`config.mk`:
```
export PLATFORM = sky130hd
export DESIGN_NAME = hyper_mvblck_todram_multi_flat
export DESIGN_NICKNAME = d
export VERILOG_FILES = /design/src/rtl/hyper_mvblck_pkg.sv /design/src/rtl/hyper_mvblck_todram_multi_if.sv /design/src/rtl/hyper_lsab_sel.sv /design/src/rtl/hyper_mvblck_todram_multi.sv /design/src/flat_wrapper.sv
export SDC_FILE = /design/constraint.sdc
export NUM_CORES = 1
export LEC_CHECK = 0
export BUFFER_PORTS_ARGS = -buffer_cell sky130_fd_sc_hd__buf_2
export CORE_MARGIN = 5
export CORE_UTILIZATION = 51
export DETAILED_ROUTE_END_ITERATION = 8
export HOLD_SLACK_MARGIN = 0.02
export PLACE_DENSITY = 0.95
export SETUP_SLACK_MARGIN = 0.1
export SKIP_LAST_GASP = 1
export SYNTH_ARGS = -nofsm -noshare
export SYNTH_HDL_FRONTEND = slang
export SYNTH_SLANG_ARGS = --single-unit
```
`constraint.sdc`:
```
create_clock -name CLK -period 8.55 [get_ports CLK]
set_input_delay 0.4275 -clock CLK [delete_from_list [all_inputs] [get_ports CLK]]
set_output_delay 0.4275 -clock CLK [all_outputs]
set_load 0.02 [all_outputs]
```
`src/rtl/hyper_mvblck_pkg.sv`:
```
// Shared types and helpers for the mvblck-to-DRAM mover family.
package hyper_mvblck_pkg;

  typedef enum logic [2:0] {
    ST_IDLE,
    ST_PRIME,
    ST_STREAM,
    ST_FLUSH,
    ST_DONE
  } state_e;

  localparam int LANES_DEF = 2;
  localparam int LANE_W    = $clog2(LANES_DEF);

  function automatic int lane_width(input int lanes);
    return $clog2(lanes);
  endfunction

  // Clears the lane-index bits so the address points at the start of its beat.
  function automatic logic [31:0] beat_align(input logic [31:0] addr, input int lane_w);
    return addr & ~((32'd1 << lane_w) - 32'd1);
  endfunction

endpackage

```
`src/rtl/hyper_mvblck_todram_multi_if.sv`:
```
// LSAB section port and MCU collation port bundled for the mover.
interface hyper_mvblck_todram_multi_if #(
  parameter int NSEC   = 4,
  parameter int SEC_W  = 2,
  parameter int LANES  = 2,
  parameter int ADDR_W = 9,
  parameter int ANC_W  = 25,
  parameter int SEL_W  = 2
);
  logic [NSEC-1:0]       LSAB_INT;
  logic [NSEC-1:0]       LSAB_STOP;
  logic [NSEC-1:0]       LSAB_EMPTY;
  logic [NSEC*ANC_W-1:0] LSAB_ANCILL;
  logic                  LSAB_READ;
  logic [SEC_W-1:0]      LSAB_SECTION;
  logic [ADDR_W-1:0]     MCU_COLL_ADDRESS;
  logic [2*LANES-1:0]    MCU_WE_ARRAY;
  logic [SEL_W-1:0]      MCU_REQUEST_ACCESS;

  modport master (
    input  LSAB_INT, LSAB_STOP, LSAB_EMPTY, LSAB_ANCILL,
    output LSAB_READ, LSAB_SECTION,
    output MCU_COLL_ADDRESS, MCU_WE_ARRAY, MCU_REQUEST_ACCESS
  );

  modport slave (
    output LSAB_INT, LSAB_STOP, LSAB_EMPTY, LSAB_ANCILL,
    input  LSAB_READ, LSAB_SECTION,
    input  MCU_COLL_ADDRESS, MCU_WE_ARRAY, MCU_REQUEST_ACCESS
  );
endinterface

```
`src/rtl/hyper_lsab_sel.sv`:
```
// Per-section mux of LSAB status and ancillary data; tolerates non-power-of-2 NSEC.
module hyper_lsab_sel
  import hyper_mvblck_pkg::*;
#(
  parameter int NSEC  = 4,
  parameter int SEC_W = 2,
  parameter int ANC_W = 25
) (
  input  logic [SEC_W-1:0]      sec,
  input  logic [NSEC-1:0]       stop_v,
  input  logic [NSEC-1:0]       int_v,
  input  logic [NSEC-1:0]       empty_v,
  input  logic [NSEC*ANC_W-1:0] ancill_v,
  output logic                  stop_o,
  output logic                  int_o,
  output logic                  empty_o,
  output logic [ANC_W-1:0]      ancill_o
);
  always_comb begin
    stop_o   = 1'b0;
    int_o    = 1'b0;
    empty_o  = 1'b0;
    ancill_o = '0;
    for (int k = 0; k < NSEC; k++) begin
      if (sec == SEC_W'(k)) begin
        stop_o   = stop_v[k];
        int_o    = int_v[k];
        empty_o  = empty_v[k];
        ancill_o = ancill_v[k*ANC_W +: ANC_W];
      end
    end
  end
endmodule

```
`src/rtl/hyper_mvblck_todram_multi.sv`:
```
// Moves a block of LSAB words into DRAM, packing LANES words per collation beat.
module hyper_mvblck_todram_multi
  import hyper_mvblck_pkg::*;
#(
  parameter int NSEC     = 4,
  parameter int SEC_W    = 2,
  parameter int LANES    = 2,
  parameter int ADDR_W   = 9,
  parameter int CNT_W    = 6,
  parameter int ANC_W    = 25,
  parameter int SEL_W    = 2,
  parameter int WORK_DLY = 2
) (
  input  logic                       CLK,
  input  logic                       RST,
  hyper_mvblck_todram_multi_if.master bus,
  input  logic [ADDR_W-1:0]          START_ADDRESS,
  input  logic [CNT_W-1:0]           COUNT_REQ,
  input  logic [SEC_W-1:0]           SECTION,
  input  logic [SEL_W-1:0]           DRAM_SEL,
  input  logic                       ISSUE,
  output logic [CNT_W-1:0]           COUNT_SENT,
  output logic                       WORKING,
  output logic                       DONE,
  output logic                       IRQ_OUT,
  output logic                       ABRUPT_STOP,
  output logic [ANC_W-1:0]           ANCILL_OUT
);
  localparam int LN_W = lane_width(LANES);
  localparam int WE_W = 2 * LANES;
  localparam logic [LN_W-1:0] LAST_LANE = LN_W'(LANES - 1);
  localparam logic [WE_W-1:0] MSB_PAIR  = {2'b11, {(WE_W-2){1'b0}}};

  state_e state_q, state_d;
  logic [SEC_W-1:0]    sec_q, sec_d;
  logic [CNT_W-1:0]    len_q, len_d, creq_q, creq_d, cnt_sent_q, cnt_sent_d;
  logic [ADDR_W-1:0]   track_q, track_d, mcu_addr_q, mcu_addr_d;
  logic [SEL_W-1:0]    sel_q, sel_d, mcu_req_q, mcu_req_d;
  logic [WE_W-1:0]     we_acc_q, we_acc_d, mcu_we_q, mcu_we_d;
  logic                read_q, read_d, stop_pend_q, stop_pend_d;
  logic                irq_q, irq_d, abrupt_q, abrupt_d;
  logic [ANC_W-1:0]    anc_q, anc_d;
  logic [WORK_DLY-1:0] dly_q, dly_d;

  logic            stop_sel, int_sel, empty_sel;
  logic [ANC_W-1:0] anc_sel;
  logic [LN_W-1:0] lane;
  logic            last, accept, term, fin, fin_abrupt, emit;
  logic [WE_W-1:0] slot_we, emit_we;

  hyper_lsab_sel #(.NSEC(NSEC), .SEC_W(SEC_W), .ANC_W(ANC_W)) u_sel (
    .sec      (sec_q),
    .stop_v   (bus.LSAB_STOP),
    .int_v    (bus.LSAB_INT),
    .empty_v  (bus.LSAB_EMPTY),
    .ancill_v (bus.LSAB_ANCILL),
    .stop_o   (stop_sel),
    .int_o    (int_sel),
    .empty_o  (empty_sel),
    .ancill_o (anc_sel)
  );

  always_comb begin
    state_d     = state_q;
    sec_d       = sec_q;
    len_d       = len_q;
    creq_d      = creq_q;
    track_d     = track_q;
    sel_d       = sel_q;
    read_d      = read_q;
    we_acc_d    = we_acc_q;
    stop_pend_d = stop_pend_q;
    cnt_sent_d  = cnt_sent_q;
    irq_d       = irq_q;
    abrupt_d    = abrupt_q;
    anc_d       = anc_q;
    mcu_addr_d  = '0;
    mcu_we_d    = '0;
    mcu_req_d   = '0;
    lane        = track_q[LN_W-1:0];
    last        = (lane == LAST_LANE);
    accept      = read_q && !stop_sel;
    term        = 1'b0;
    fin         = 1'b0;
    fin_abrupt  = 1'b0;
    emit        = 1'b0;
    emit_we     = '0;
    // Earliest lane sits in the MSB pair, hence the right shift by lane index.
    slot_we     = we_acc_q | (accept ? (MSB_PAIR >> {lane, 1'b0}) : '0);
    dly_d       = (dly_q << 1) | WORK_DLY'(state_q != ST_IDLE);

    case (state_q)
      ST_IDLE: begin
        sec_d       = SECTION;
        len_d       = COUNT_REQ;
        creq_d      = COUNT_REQ;
        track_d     = START_ADDRESS;
        sel_d       = DRAM_SEL;
        we_acc_d    = '0;
        stop_pend_d = 1'b0;
        if (ISSUE) begin
          if (COUNT_REQ == '0) fin = 1'b1;
          else                 state_d = ST_PRIME;
        end
      end
      ST_PRIME: begin
        read_d = 1'b0;
        if (stop_sel) begin
          fin        = 1'b1;
          fin_abrupt = 1'b1;
        end else if (!empty_sel) begin
          read_d  = 1'b1;
          state_d = ST_STREAM;
        end
      end
      ST_STREAM: begin
        track_d  = track_q + ADDR_W'(1);
        we_acc_d = slot_we;
        if (accept) len_d = len_q - CNT_W'(1);
        term   = (accept && len_q == CNT_W'(1)) || (read_q && stop_sel);
        read_d = !term;
        if (last) begin
          emit     = 1'b1;
          emit_we  = slot_we;
          we_acc_d = '0;
        end
        if (term) begin
          stop_pend_d = stop_sel;
          if (last) begin
            fin        = 1'b1;
            fin_abrupt = stop_sel;
          end else begin
            state_d = ST_FLUSH;
          end
        end
      end
      ST_FLUSH: begin
        track_d = track_q + ADDR_W'(1);
        if (last) begin
          emit       = 1'b1;
          emit_we    = we_acc_q;
          we_acc_d   = '0;
          fin        = 1'b1;
          fin_abrupt = stop_pend_q;
        end
      end
      ST_DONE:  state_d = ST_IDLE;
      default:  state_d = ST_IDLE;
    endcase

    if (emit) begin
      mcu_addr_d = ADDR_W'(beat_align(32'(track_q), LN_W));
      mcu_we_d   = emit_we;
      mcu_req_d  = sel_q;
    end
    if (fin) begin
      state_d    = ST_DONE;
      cnt_sent_d = creq_d - len_d;
      abrupt_d   = fin_abrupt;
      irq_d      = int_sel;
      anc_d      = anc_sel;
    end
  end

  always_ff @(posedge CLK) begin
    if (!RST) begin
      state_q     <= ST_IDLE;
      sec_q       <= '0;
      len_q       <= '0;
      creq_q      <= '0;
      track_q     <= '0;
      sel_q       <= '0;
      read_q      <= 1'b0;
      we_acc_q    <= '0;
      stop_pend_q <= 1'b0;
      cnt_sent_q  <= '0;
      irq_q       <= 1'b0;
      abrupt_q    <= 1'b0;
      anc_q       <= '0;
      mcu_addr_q  <= '0;
      mcu_we_q    <= '0;
      mcu_req_q   <= '0;
      dly_q       <= '0;
    end else begin
      state_q     <= state_d;
      sec_q       <= sec_d;
      len_q       <= len_d;
      creq_q      <= creq_d;
      track_q     <= track_d;
      sel_q       <= sel_d;
      read_q      <= read_d;
      we_acc_q    <= we_acc_d;
      stop_pend_q <= stop_pend_d;
      cnt_sent_q  <= cnt_sent_d;
      irq_q       <= irq_d;
      abrupt_q    <= abrupt_d;
      anc_q       <= anc_d;
      mcu_addr_q  <= mcu_addr_d;
      mcu_we_q    <= mcu_we_d;
      mcu_req_q   <= mcu_req_d;
      dly_q       <= dly_d;
    end
  end

  assign bus.LSAB_READ          = read_q;
  assign bus.LSAB_SECTION       = sec_q;
  assign bus.MCU_COLL_ADDRESS   = mcu_addr_q;
  assign bus.MCU_WE_ARRAY       = mcu_we_q;
  assign bus.MCU_REQUEST_ACCESS = mcu_req_q;
  assign COUNT_SENT             = cnt_sent_q;
  assign WORKING                = dly_q[WORK_DLY-1];
  assign DONE                   = (state_q == ST_DONE);
  assign IRQ_OUT                = irq_q;
  assign ABRUPT_STOP            = abrupt_q;
  assign ANCILL_OUT             = anc_q;
endmodule
```
`src/flat_wrapper.sv`:
```
// flat-port wrapper written by rule: the top's interface ports become plain ports
module hyper_mvblck_todram_multi_flat import hyper_mvblck_pkg::*;
#(
  parameter int NSEC     = 4,
  parameter int SEC_W    = 2,
  parameter int LANES    = 2,
  parameter int ADDR_W   = 9,
  parameter int CNT_W    = 6,
  parameter int ANC_W    = 25,
  parameter int SEL_W    = 2,
  parameter int WORK_DLY = 2
)
  (CLK, RST, START_ADDRESS, COUNT_REQ, SECTION, DRAM_SEL, ISSUE, COUNT_SENT, WORKING, DONE, IRQ_OUT, ABRUPT_STOP, ANCILL_OUT, bus_LSAB_INT, bus_LSAB_STOP, bus_LSAB_EMPTY, bus_LSAB_ANCILL, bus_LSAB_READ, bus_LSAB_SECTION, bus_MCU_COLL_ADDRESS, bus_MCU_WE_ARRAY, bus_MCU_REQUEST_ACCESS);
  hyper_mvblck_todram_multi_if #(.NSEC(NSEC), .SEC_W(SEC_W), .LANES(LANES), .ADDR_W(ADDR_W), .ANC_W(ANC_W), .SEL_W(SEL_W)) bus_i ();
  input  logic CLK;
  input  logic RST;
  input  logic [ADDR_W-1:0] START_ADDRESS;
  input  logic [CNT_W-1:0] COUNT_REQ;
  input  logic [SEC_W-1:0] SECTION;
  input  logic [SEL_W-1:0] DRAM_SEL;
  input  logic ISSUE;
  output logic [CNT_W-1:0] COUNT_SENT;
  output logic WORKING;
  output logic DONE;
  output logic IRQ_OUT;
  output logic ABRUPT_STOP;
  output logic [ANC_W-1:0] ANCILL_OUT;
  input wire logic [$bits(bus_i.LSAB_INT)-1:0] bus_LSAB_INT;
  input wire logic [$bits(bus_i.LSAB_STOP)-1:0] bus_LSAB_STOP;
  input wire logic [$bits(bus_i.LSAB_EMPTY)-1:0] bus_LSAB_EMPTY;
  input wire logic [$bits(bus_i.LSAB_ANCILL)-1:0] bus_LSAB_ANCILL;
  output wire logic [$bits(bus_i.LSAB_READ)-1:0] bus_LSAB_READ;
  output wire logic [$bits(bus_i.LSAB_SECTION)-1:0] bus_LSAB_SECTION;
  output wire logic [$bits(bus_i.MCU_COLL_ADDRESS)-1:0] bus_MCU_COLL_ADDRESS;
  output wire logic [$bits(bus_i.MCU_WE_ARRAY)-1:0] bus_MCU_WE_ARRAY;
  output wire logic [$bits(bus_i.MCU_REQUEST_ACCESS)-1:0] bus_MCU_REQUEST_ACCESS;
  assign bus_i.LSAB_INT = bus_LSAB_INT;
  assign bus_i.LSAB_STOP = bus_LSAB_STOP;
  assign bus_i.LSAB_EMPTY = bus_LSAB_EMPTY;
  assign bus_i.LSAB_ANCILL = bus_LSAB_ANCILL;
  assign bus_LSAB_READ = bus_i.LSAB_READ;
  assign bus_LSAB_SECTION = bus_i.LSAB_SECTION;
  assign bus_MCU_COLL_ADDRESS = bus_i.MCU_COLL_ADDRESS;
  assign bus_MCU_WE_ARRAY = bus_i.MCU_WE_ARRAY;
  assign bus_MCU_REQUEST_ACCESS = bus_i.MCU_REQUEST_ACCESS;
  hyper_mvblck_todram_multi #(.NSEC(NSEC), .SEC_W(SEC_W), .LANES(LANES), .ADDR_W(ADDR_W), .CNT_W(CNT_W), .ANC_W(ANC_W), .SEL_W(SEL_W), .WORK_DLY(WORK_DLY)) u_core (.CLK(CLK), .RST(RST), .bus(bus_i), .START_ADDRESS(START_ADDRESS), .COUNT_REQ(COUNT_REQ), .SECTION(SECTION), .DRAM_SEL(DRAM_SEL), .ISSUE(ISSUE), .COUNT_SENT(COUNT_SENT), .WORKING(WORKING), .DONE(DONE), .IRQ_OUT(IRQ_OUT), .ABRUPT_STOP(ABRUPT_STOP), .ANCILL_OUT(ANCILL_OUT));
endmodule
```
=== Word-level counts from Yosys, hierarchy flattened ===
Index checks and enable logic that the tools add are counted.

* Output and inout port bits: 53
* Memory bits (writable): 0
* Word-level logic and storage cells: 121
* Bits in latches: 0
* Bits in read-only memories: 0
* Memories kept: 0
* Bits in registers: 84

* Magnitude comparators: 0
* Eq/ne operators: 22
* Bitwise logic cells: 4
* Shift operators: 1
* Reductions and logical operators: 21
* Multiply operators: 0
* Muxes and demuxes: 51
* Divide/modulo/power cells: 0
* Add/subtract/negate cells: 3

{| class="wikitable"
|+ Operators with widths
! operator !! number
|-
| $mux W25 || 4
|-
| $mux W1 || 24
|-
| $mux W3 || 7
|-
| $mux W4 || 5
|-
| $pmux W9 S2 || 1
|-
| $reduce_and A7 Y1 || 2
|-
| $mux W6 || 2
|-
| $pmux W3 S4 || 1
|-
| $pmux W4 S3 || 1
|-
| $pmux W6 S2 || 1
|-
| $ne A2 B2 Y1 const B || 5
|-
| $add A9 B1 Y9 const B || 1
|-
| $ne A3 B3 Y1 const B || 3
|-
| $pmux W4 S2 || 1
|-
| $eq A3 B2 Y1 const B || 2
|-
| $eq A6 B1 Y1 const B || 1
|-
| $logic_not A6 Y1 || 1
|-
| $ne A2 B1 Y1 const B || 3
|-
| $ne A3 B2 Y1 const B || 2
|-
| $reduce_and A2 Y1 || 3
|-
| $reduce_bool A2 Y1 || 3
|-
| $reduce_bool A3 Y1 || 2
|-
| $sub A6 B1 Y6 const B || 1
|-
| $sub A6 B6 Y6 || 1
|-
| other kinds (18) || 25
|}

=== Longest topological paths before layout ===
Gate-level depths: netlist of run 1.

* Word-level depth: 13
* Depth in mapped cells: 14

=== By module ===
Synthesis of run 1 repeated with hierarchy kept, for this count alone.

* Cells, all modules: 441
* Area total of the unflattened synthesis: 4,416.7 um^2

{| class="wikitable"
|+ Modules (own cells, without submodules)
! module !! sequential area each (um^2) !! area each (um^2) !! cells each !! instances
|-
| hyper_mvblck_todram_multi || 1,661.6 || 3,689.8 || 407 || 1
|-
| hyper_lsab_sel || 0.0 || 726.9 || 34 || 1
|}

=== Worst setup path after synthesis of run 1 ===
Ideal clock, no wire load.

* Path type: reg-to-reg
* From: register u_core.sec_q[0] (netlist: u_core.bus.LSAB_SECTION[0])
* To: register u_core.cnt_sent_q[5] (netlist: u_core.COUNT_SENT[5])
* Required time: 8.430 ns
* Arrival: 3.154 ns
* Setup time: 0.120 ns
* Path slack: 5.276 ns
* Stages on the path, launching flop included: 14
* Buffers on the path: 1
* Cells stage by stage: dfxtp_1 mux4_2 or2_1 buf_2 nor4_2 mux2_2 a221oi_2 ha_1 o21a_1 o31a_1 o22ai_1 xnor2_1 xnor2_1 a21oi_1

* Word-level cells in the longest chain between the ends: 11
* Elaborated cells between the ends (all ways): 19
* Those cells by class: 1 x add/sub; 3 x eq/ne; 9 x mux; 6 x reduce/logical

{| class="wikitable"
|+ RTL lines
! element !! RTL line !! RTL
|-
| from (decl) || hyper_mvblck_todram_multi.sv:35 || <nowiki>logic [SEC_W-1:0] sec_q, sec_d;</nowiki>
|-
| from (signal assigned) || hyper_mvblck_todram_multi.sv:168 || <nowiki>sec_q <= '0;</nowiki>
|-
| from (signal assigned) || hyper_mvblck_todram_multi.sv:186 || <nowiki>sec_q <= sec_d;</nowiki>
|-
| $logic_not A2 Y1 || hyper_lsab_sel.sv:25 || <nowiki>if (sec == SEC_W'(k)) begin</nowiki>
|-
| $mux W1 (3 in a row) || hyper_lsab_sel.sv:25 ||
|-
| $mux W1 (*) || hyper_lsab_sel.sv:25 ||
|-
| branches (longest 6 deep; another with $sub A6 B6 Y6) || n/a ||
|-
| to (signal assigned) || hyper_mvblck_todram_multi.sv:194 || <nowiki>cnt_sent_q <= cnt_sent_d;</nowiki>
|-
| to (decl) || hyper_mvblck_todram_multi.sv:36 || <nowiki>logic [CNT_W-1:0] len_q, len_d, creq_q, creq_d, cnt_sent_q, cnt_sent_d;</nowiki>
|}

Every way passes the cells marked *.
A chain may end at the register's enable or synchronous reset.

=== Worst setup path in the final report of run 1 ===
* From: register u_core.sec_q[1] (netlist: u_core.bus.LSAB_SECTION[1])
* To: register u_core.cnt_sent_q[5] (netlist: u_core.COUNT_SENT[5])

The elaborated chain is that of the path after synthesis.

==> results of run 1 <==
[cells by family after synthesis]
logic type	synth area share (%)
other	0.0897
XOR/XNOR	0.838
multiplexers	16.3
AO/OA/AOI/OAI	15.9
buffers and inverters	5.03
adder cells (fa/ha/maj)	2.87
flip-flops	39.7
AND/OR/NAND/NOR	19.2
[flip-flops by register name, indices dropped and copies added, names as in the netlist]
signal,flops
u_core.bus.MCU_COLL_ADDRESS,8
u_core.COUNT_SENT,6
u_core.sel_q,2
u_core.we_acc_q,4
u_core.ABRUPT_STOP,1
u_core.len_q,6
u_core.IRQ_OUT,1
u_core.bus.LSAB_SECTION,2
u_core.track_q,9
u_core.dly_q,2
u_core.state_q,3
u_core.creq_q,6
u_core.stop_pend_q,1
u_core.bus.MCU_WE_ARRAY,4
u_core.ANCILL_OUT,25
u_core.bus.MCU_REQUEST_ACCESS,2
u_core.bus.LSAB_READ,1
[report_power, final]
part | total, uW | leakage [uW] | internal, uW | switching (uW)
Sequential | 566 | 0.000678 | 465 | 101
Clock | 370 | 0.000132 | 225 | 145
Combinational | 720 | 0.00158 | 310 | 410
[cell usage in the layout, fill, tap and decap left out, types with 2 or more instances in the layout]
master	n
o21a_1	6
nor2_1	32
nand4_1	2
nand3_1	4
ha_1	8
a211oi_1	6
mux4_2	28
a221oi_2	2
o21ai_0	16
xnor2_1	4
a311oi_1	4
clkbuf_8	9
buf_2	185
and3_1	6
nand2_1	86
bufinv_16	4
mux2i_1	4
a31oi_1	2
or2_2	3
o22ai_1	4
or3_1	3
inv_1	11
and2_1	19
a21oi_1	52
a21o_1	4
nor2b_1	3
nor3_1	5
nor4_1	2
dfxtp_1	82
[layout make-up]
cell class	count	share of cell area, %
multi-input combinational	324	43.2
timing repair buffer	186	17.5
inverter	12	0.842
tap	105	2.46
clock buffer	10	2.39
clock inverter	6	2.55
sequential	83	31.1
[stage by stage]
step / util (%) / cells
after floorplan: - / 450
after global placement: 62.8 / 710
after detailed placement: 62.8 / 710
after CTS: 66.1 / 726
after global routing: 66.1 / 726
final: 66.1 / 726
[metal layers]
metal / vias up / global-route usage, % / part of all wire, %
met3: 50 / 4.71 / 7.6
met2: 224 / 43.3 / 51
met4: 0 / 13.2 / 3.5
met5: - / 0 / 0
met1: 1940 / 31.0 / 38
li1: 1930 / - / -
[final timing paths]
kind,start,depth (start not counted),endpoint
worst max register to register,u_core.bus.LSAB_SECTION[1],12,u_core.COUNT_SENT[5]
worst min register to register,u_core.ANCILL_OUT[2],2,u_core.ANCILL_OUT[2]
worst max-delay path,u_core.bus.LSAB_SECTION[1],12,u_core.COUNT_SENT[5]
worst min-delay path,SECTION[1],3,u_core.bus.LSAB_SECTION[1]
[worst min-delay path, stage by stage]
cell	delay, ns
buf_2	0.09
nand2_1	0.04
a21oi_1	0.05
==> flow_metrics.tcl, run 1 <==
set metrics [dict create \
    finalSetupViolations 0 \
    max_freq_ghz 0.239 \
    avgRoutedWirePerCell_um 18.2 \
    path_cells "mux4_2 > or2_1 > nor4_2 > mux2_2 > a221oi_2 > ha_1 > o21a_1 > o31a_1 > o22ai_1 > xnor2_1 > xnor2_1 > a21oi_1" \
    clk_pin_slew_ns 0.09 \
    drc_errors 0 \
    p_leak_uw 0.00240 \
    skew_ns 0.0117 \
    synth.top_cell.area_share_pct 39.7 \
    coreArea_um2 8090 \
    routed_wl_um 13200 \
    synthArstFlopShare_pct 0 \
    crit_slowest_cell "dfxtp_1" \
    max-clock-path-buffers 2 \
    syn_inst 450 \
    placed_area_um2 5080 \
    fin_crit_sh_pct 48.9 \
    grt_pass1_wl_um 20100 \
    ys_ff_latch 83 \
    hold_viol 0 \
    max_slew.worst_pin.slew_ns 1.32 \
    syn2layout_area_growth_pct 27.9 \
    fin_ws_ns 4.37 \
    reg2reg_setup_slack_ns 4.37 \
    yosysSeqAreaShare_pct 39.7 \
    slew_headroom_pct 11.6 \
    min_period_ns 4.18 \
    dp_hpwl_um 10300 \
    synth_edf_count 0 \
    antenna_found_initial 0 \
    numCtsBuffers 9 \
    finalSetupTns_ns 0 \
    grtUsageTotal_pct 25.5 \
    num_rows 33 \
    rsz0062_at_grt "false" \
    startpoint_type "flip-flop" \
    die_w_um 101 \
    die_h_um 101 \
    ctsResizeCount 0 \
    slowest_delay_ns 1.22 \
    drive_above_1_share_pct 39.6 \
    antenna_cells 0 \
    synth.area.top_cells "dfxtp_1 40%, mux4_2 15%, nand2_1 7.7%" \
    ys_warn_count 0 \
    globalplace.congestion 0.892 \
    grt_pass1_vias 4153 \
    required_ns 8.77 \
    grt_overflow 0 \
    cts_tree "done" \
    grt_start_max_net_pins 54 \
    initial_core_util_pct 51.7 \
    yosysMostFrequentCell "nand2_1" \
    ir_drop_v 0.000246 \
    avgSynthCellArea_um2 9.29 \
    cap_viol_max_count 0 \
    crit_path_frequent_cell "xnor2_1" \
    path_max_fanout 30 \
    synthTopCellsByCount "86 x nand2_1, 83 x dfxtp_1, 52 x a21oi_1, 32 x nor2_1, 28 x mux4_2" \
    drv_slew 0 \
    cp-end-kind "flip-flop" \
    finalInstanceArea_um2 5350 \
    cp.buffers_inverters 0 \
    port_buffers 185 \
    yosysTopAreaCell "dfxtp_1" \
    firstDrtPassIters 5 \
    netlist_area_um2 4180 \
    p_total_uw 1660 \
    viasPerCell 5.71 \
    cts_setup_buffers 0 \
    via_count 4144 \
    synth_nets 593 \
    io_pins 187 \
    hold_slack_ns 0.294 \
    clock_sinks 83 \
    dp_slack_ns 4.42 \
    register_area_um2 1660 \
    clk_latency_ns 0.36 \
    antenna_left 0 \
    power_density_nw_per_um2 310 \
    fillCellCount 656 \
    synth_ff_type "dfxtp_1" \
    hold_buffers 0 \
    min_path_type "input port to flip-flop" \
    status "completed" \
    path_class "flip-flop to flip-flop" \
    drt_iter0_markers 203 \
    cpLargestDelayFamily "flip-flops" \
    fp.dieArea_um2 10100 \
    cts-root-buf "clkbuf_8" \
    multiInputGateArea_um2 2310 \
    layout.nets 759 \
    ys_types 52 \
    arrival_ns 4.41 \
    cts-htree-levels 3 \
]
Power figures use the tool's default switching activity.
==> inputs of run 2 (changes only) <==
--- a/config.mk
+++ b/config.mk
@@ -5,12 +5,13 @@
 export SDC_FILE = /design/constraint.sdc
 export NUM_CORES = 1
 export LEC_CHECK = 0
+export ABC_AREA = 1
 export BUFFER_PORTS_ARGS = -buffer_cell sky130_fd_sc_hd__buf_2
 export CORE_MARGIN = 5
-export CORE_UTILIZATION = 51
+export CORE_UTILIZATION = 43
 export DETAILED_ROUTE_END_ITERATION = 8
 export HOLD_SLACK_MARGIN = 0.02
-export PLACE_DENSITY = 0.95
+export PLACE_DENSITY = 0.87
 export SETUP_SLACK_MARGIN = 0.1
 export SKIP_LAST_GASP = 1
 export SYNTH_ARGS = -nofsm -noshare
==> constraint.sdc (replaced) <==
create_clock -name CLK -period 3.45 [get_ports CLK]
set_input_delay 0.1725 -clock CLK [delete_from_list [all_inputs] [get_ports CLK]]
set_output_delay 0.1725 -clock CLK [all_outputs]
set_load 0.02 [all_outputs]
==> flow_metrics.tcl, run 2 <==
set metrics [dict create \
    yosysTopAreaCell "dfxtp_1" \
    synth.top_cell.area_share_pct 39.6 \
    numCtsBuffers 9 \
    clk_latency_ns 0.35 \
    skew_ns 0.00781 \
    grtUsageTotal_pct 21.9 \
    status "completed" \
    min_path_type "input port to flip-flop" \
    drv_slew 0 \
    dp_hpwl_um 10000 \
    num_rows 36 \
    grt_use_met1_pct 27.1 \
    cts_setup_buffers 0 \
    dp_slack_ns 0.558 \
    antenna_cells 0 \
    cap_viol_max_count 0 \
    finalSetupViolations 0 \
    p_leak_uw 0.00261 \
    cts_tree "done" \
    die_w_um 109 \
    firstDrtPassIters 5 \
    pwr-share-seq_pct 30.5 \
    cp.buffers_inverters 3 \
    initial_core_util_pct 43.6 \
    slowest_delay_ns 0.45 \
    max_freq_ghz 0.342 \
    final_common_cell "buf_2" \
    synth_compound_area_share_pct 20.2 \
    path_cells "inv_1 > nor2_4 > inv_1 > nor2_1 > nand3_1 > a31oi_1 > ha_1 > inv_1 > fa_1 > nand3_1 > nand2_1 > xor2_1 > nor2_1 > nor2_1" \
    clock_sinks 83 \
    ctsResizeCount 0 \
    io_pins 187 \
    hold_viol 0 \
    synth_ff_type "dfxtp_1" \
    globalplace.congestion 0.936 \
    layout_common_cells "185 x buf_2, 147 x nand2_1, 83 x dfxtp_1, 60 x nor2_1, 58 x o21ai_0" \
    place_inst 896 \
    synth.area.top_cells "dfxtp_1 40%, nand2_1 13%, o21ai_0 6.9%" \
    grt_start_max_net_pins 44 \
    drive_above_1_share_pct 28.2 \
    yosysSeqAreaShare_pct 39.6 \
    ys_ff_latch 83 \
    post_synth_fa_ha_maj_area_fraction_pct 2.86 \
    ys_types 42 \
    clk_pin_slew_ns 0.09 \
    max_slew.worst_pin.slew_ns 0.890 \
    synthArstFlopShare_pct 0 \
    hold_buffers 0 \
    finalSetupTns_ns 0 \
    path_class "flip-flop to flip-flop" \
    busiest_layer "met2" \
    coreArea_um2 9640 \
    layout.nets 917 \
    required_ns 3.70 \
    cp-end-kind "flip-flop" \
    avgRoutedWirePerCell_um 14.6 \
    met3_usage_pct 5.92 \
    synth_top_family_by_area "simple AND/OR/NAND/NOR gates" \
    routed_wl_um 13300 \
    switching_share_pct 46.4 \
    crit_slowest_cell "fa_1" \
    drt_iter0_markers 385 \
    comb_power_share_pct 53.0 \
    die_h_um 109 \
    grt_pass1_vias 4196 \
    viasPerCell 5.12 \
    finalInstanceArea_um2 5420 \
    ys_warn_count 0 \
    synthMuxAreaShare_pct 0 \
    port_buffers 185 \
    synthTopCellsByCount "147 x nand2_1, 83 x dfxtp_1, 60 x nor2_1, 58 x o21ai_0, 45 x nand3_1" \
    startpoint_type "flip-flop" \
    power_frac_clock_pct 16.5 \
    cpLargestDelayFamily "simple AND/OR/NAND/NOR gates" \
    path_max_fanout 17 \
    via_count 4673 \
    grtUsageMet2_pct 37.5 \
    power_density_nw_per_um2 818 \
    drc_errors 0 \
    multiInputGateArea_um2 2220 \
    syn_inst 600 \
    grt_pass1_wl_um 20400 \
    internal_power_uw 2380 \
    synthSimpleGateAreaFrac_pct 28.4 \
    cts-root-buf "clkbuf_8" \
    ir_drop_v 0.000522 \
    yosysMostFrequentCell "nand2_1" \
    fp.dieArea_um2 11800 \
    rsz0062_at_grt "false" \
    min_period_ns 2.92 \
    slew_headroom_pct 40.6 \
    largest_reg_flops 25 \
    fin_crit_sh_pct 84.7 \
    netlist_area_um2 4200 \
    antenna_left 0 \
    syn2layout_area_growth_pct 29.1 \
    grt_overflow 0 \
    synth_xor_xnor_area_share_pct 1.46 \
    fin_ws_ns 0.529 \
    final_cells 912 \
    synth_nets 743 \
    cts-htree-levels 3 \
    register_area_um2 1660 \
    hold_slack_ns 0.115 \
    max-clock-path-buffers 2 \
    fillCellCount 970 \
    switching_power_uw 2060 \
    synth_edf_count 0 \
    antenna_found_initial 0 \
    placed_area_um2 5210 \
    avgSynthCellArea_um2 7.00 \
    arrival_ns 3.17 \
]
==> run 2: changes by cell type after synthesis, sizes merged, moves of 29 or more <==
cell	previous run	this run
o211ai	0	29
o21ai	17	77
nand3	4	45
inv	12	45
nor2	33	63
nand2	86	150
==> run 2: layout make-up <==
class | count | share of cell area (%)
tap | 133 | 3.07
sequential | 83 | 30.6
timing repair buffer | 193 | 18.2
inverter | 46 | 3.18
multi-input combinational | 441 | 41.0
clock buffer | 10 | 2.54
clock inverter | 6 | 1.34
==> run 2: cells by family after synthesis <==
logic type,Yosys count
AOI/OAI and AO/OA,145
and+or+nand+nor,279
other,1
DFF,83
adders and majority gates,9
buffers and inverters,76
xor gates and xnor gates,7
==> run 2: final timing paths <==
kind,start,endpoint,slack (ns),cells after the start
setup / recovery,u_core.state_q[1],u_core.COUNT_SENT[4],0.53,14
hold / removal,START_ADDRESS[0],u_core.track_q[0],0.12,3
setup reg to reg,u_core.state_q[1],u_core.COUNT_SENT[4],0.53,14
hold reg to reg,u_core.dly_q[0],u_core.dly_q[1],0.42,2
==> run 2: metrics by stage <==
step,utilization (%),power (uW)
floorplan,-,3070
global placement,54.1,3650
global route,56.2,4820
detailed placement,54.1,3700
CTS,56.2,4440
finish,56.2,4440
==> run 2: power groups by stage <==
stage | Sequential, uW | Clock [uW] | Combinational (uW)
2_1_floorplan | 1490 | 0 | 1580
3_3_place_gp | 1360 | 0 | 2290
3_5_place_dp | 1370 | 0 | 2330
4_1_cts | 1350 | 753 | 2340
5_1_grt | 1380 | 796 | 2640
6_report | 1350 | 733 | 2350
==> run 2: metal layers <==
layer	wire length (um)	vias up	share of wire [%]
met1	5770	2117	43
li1	-	2340	-
met4	272	0	2.0
met2	6250	186	47
met5	0	-	0
met3	1030	30	7.7
==> run 2: worst min-delay path, stage by stage <==
cell	delay, ns
buf_2	0.10
nor2_1	0.09
a2111oi_0	0.06
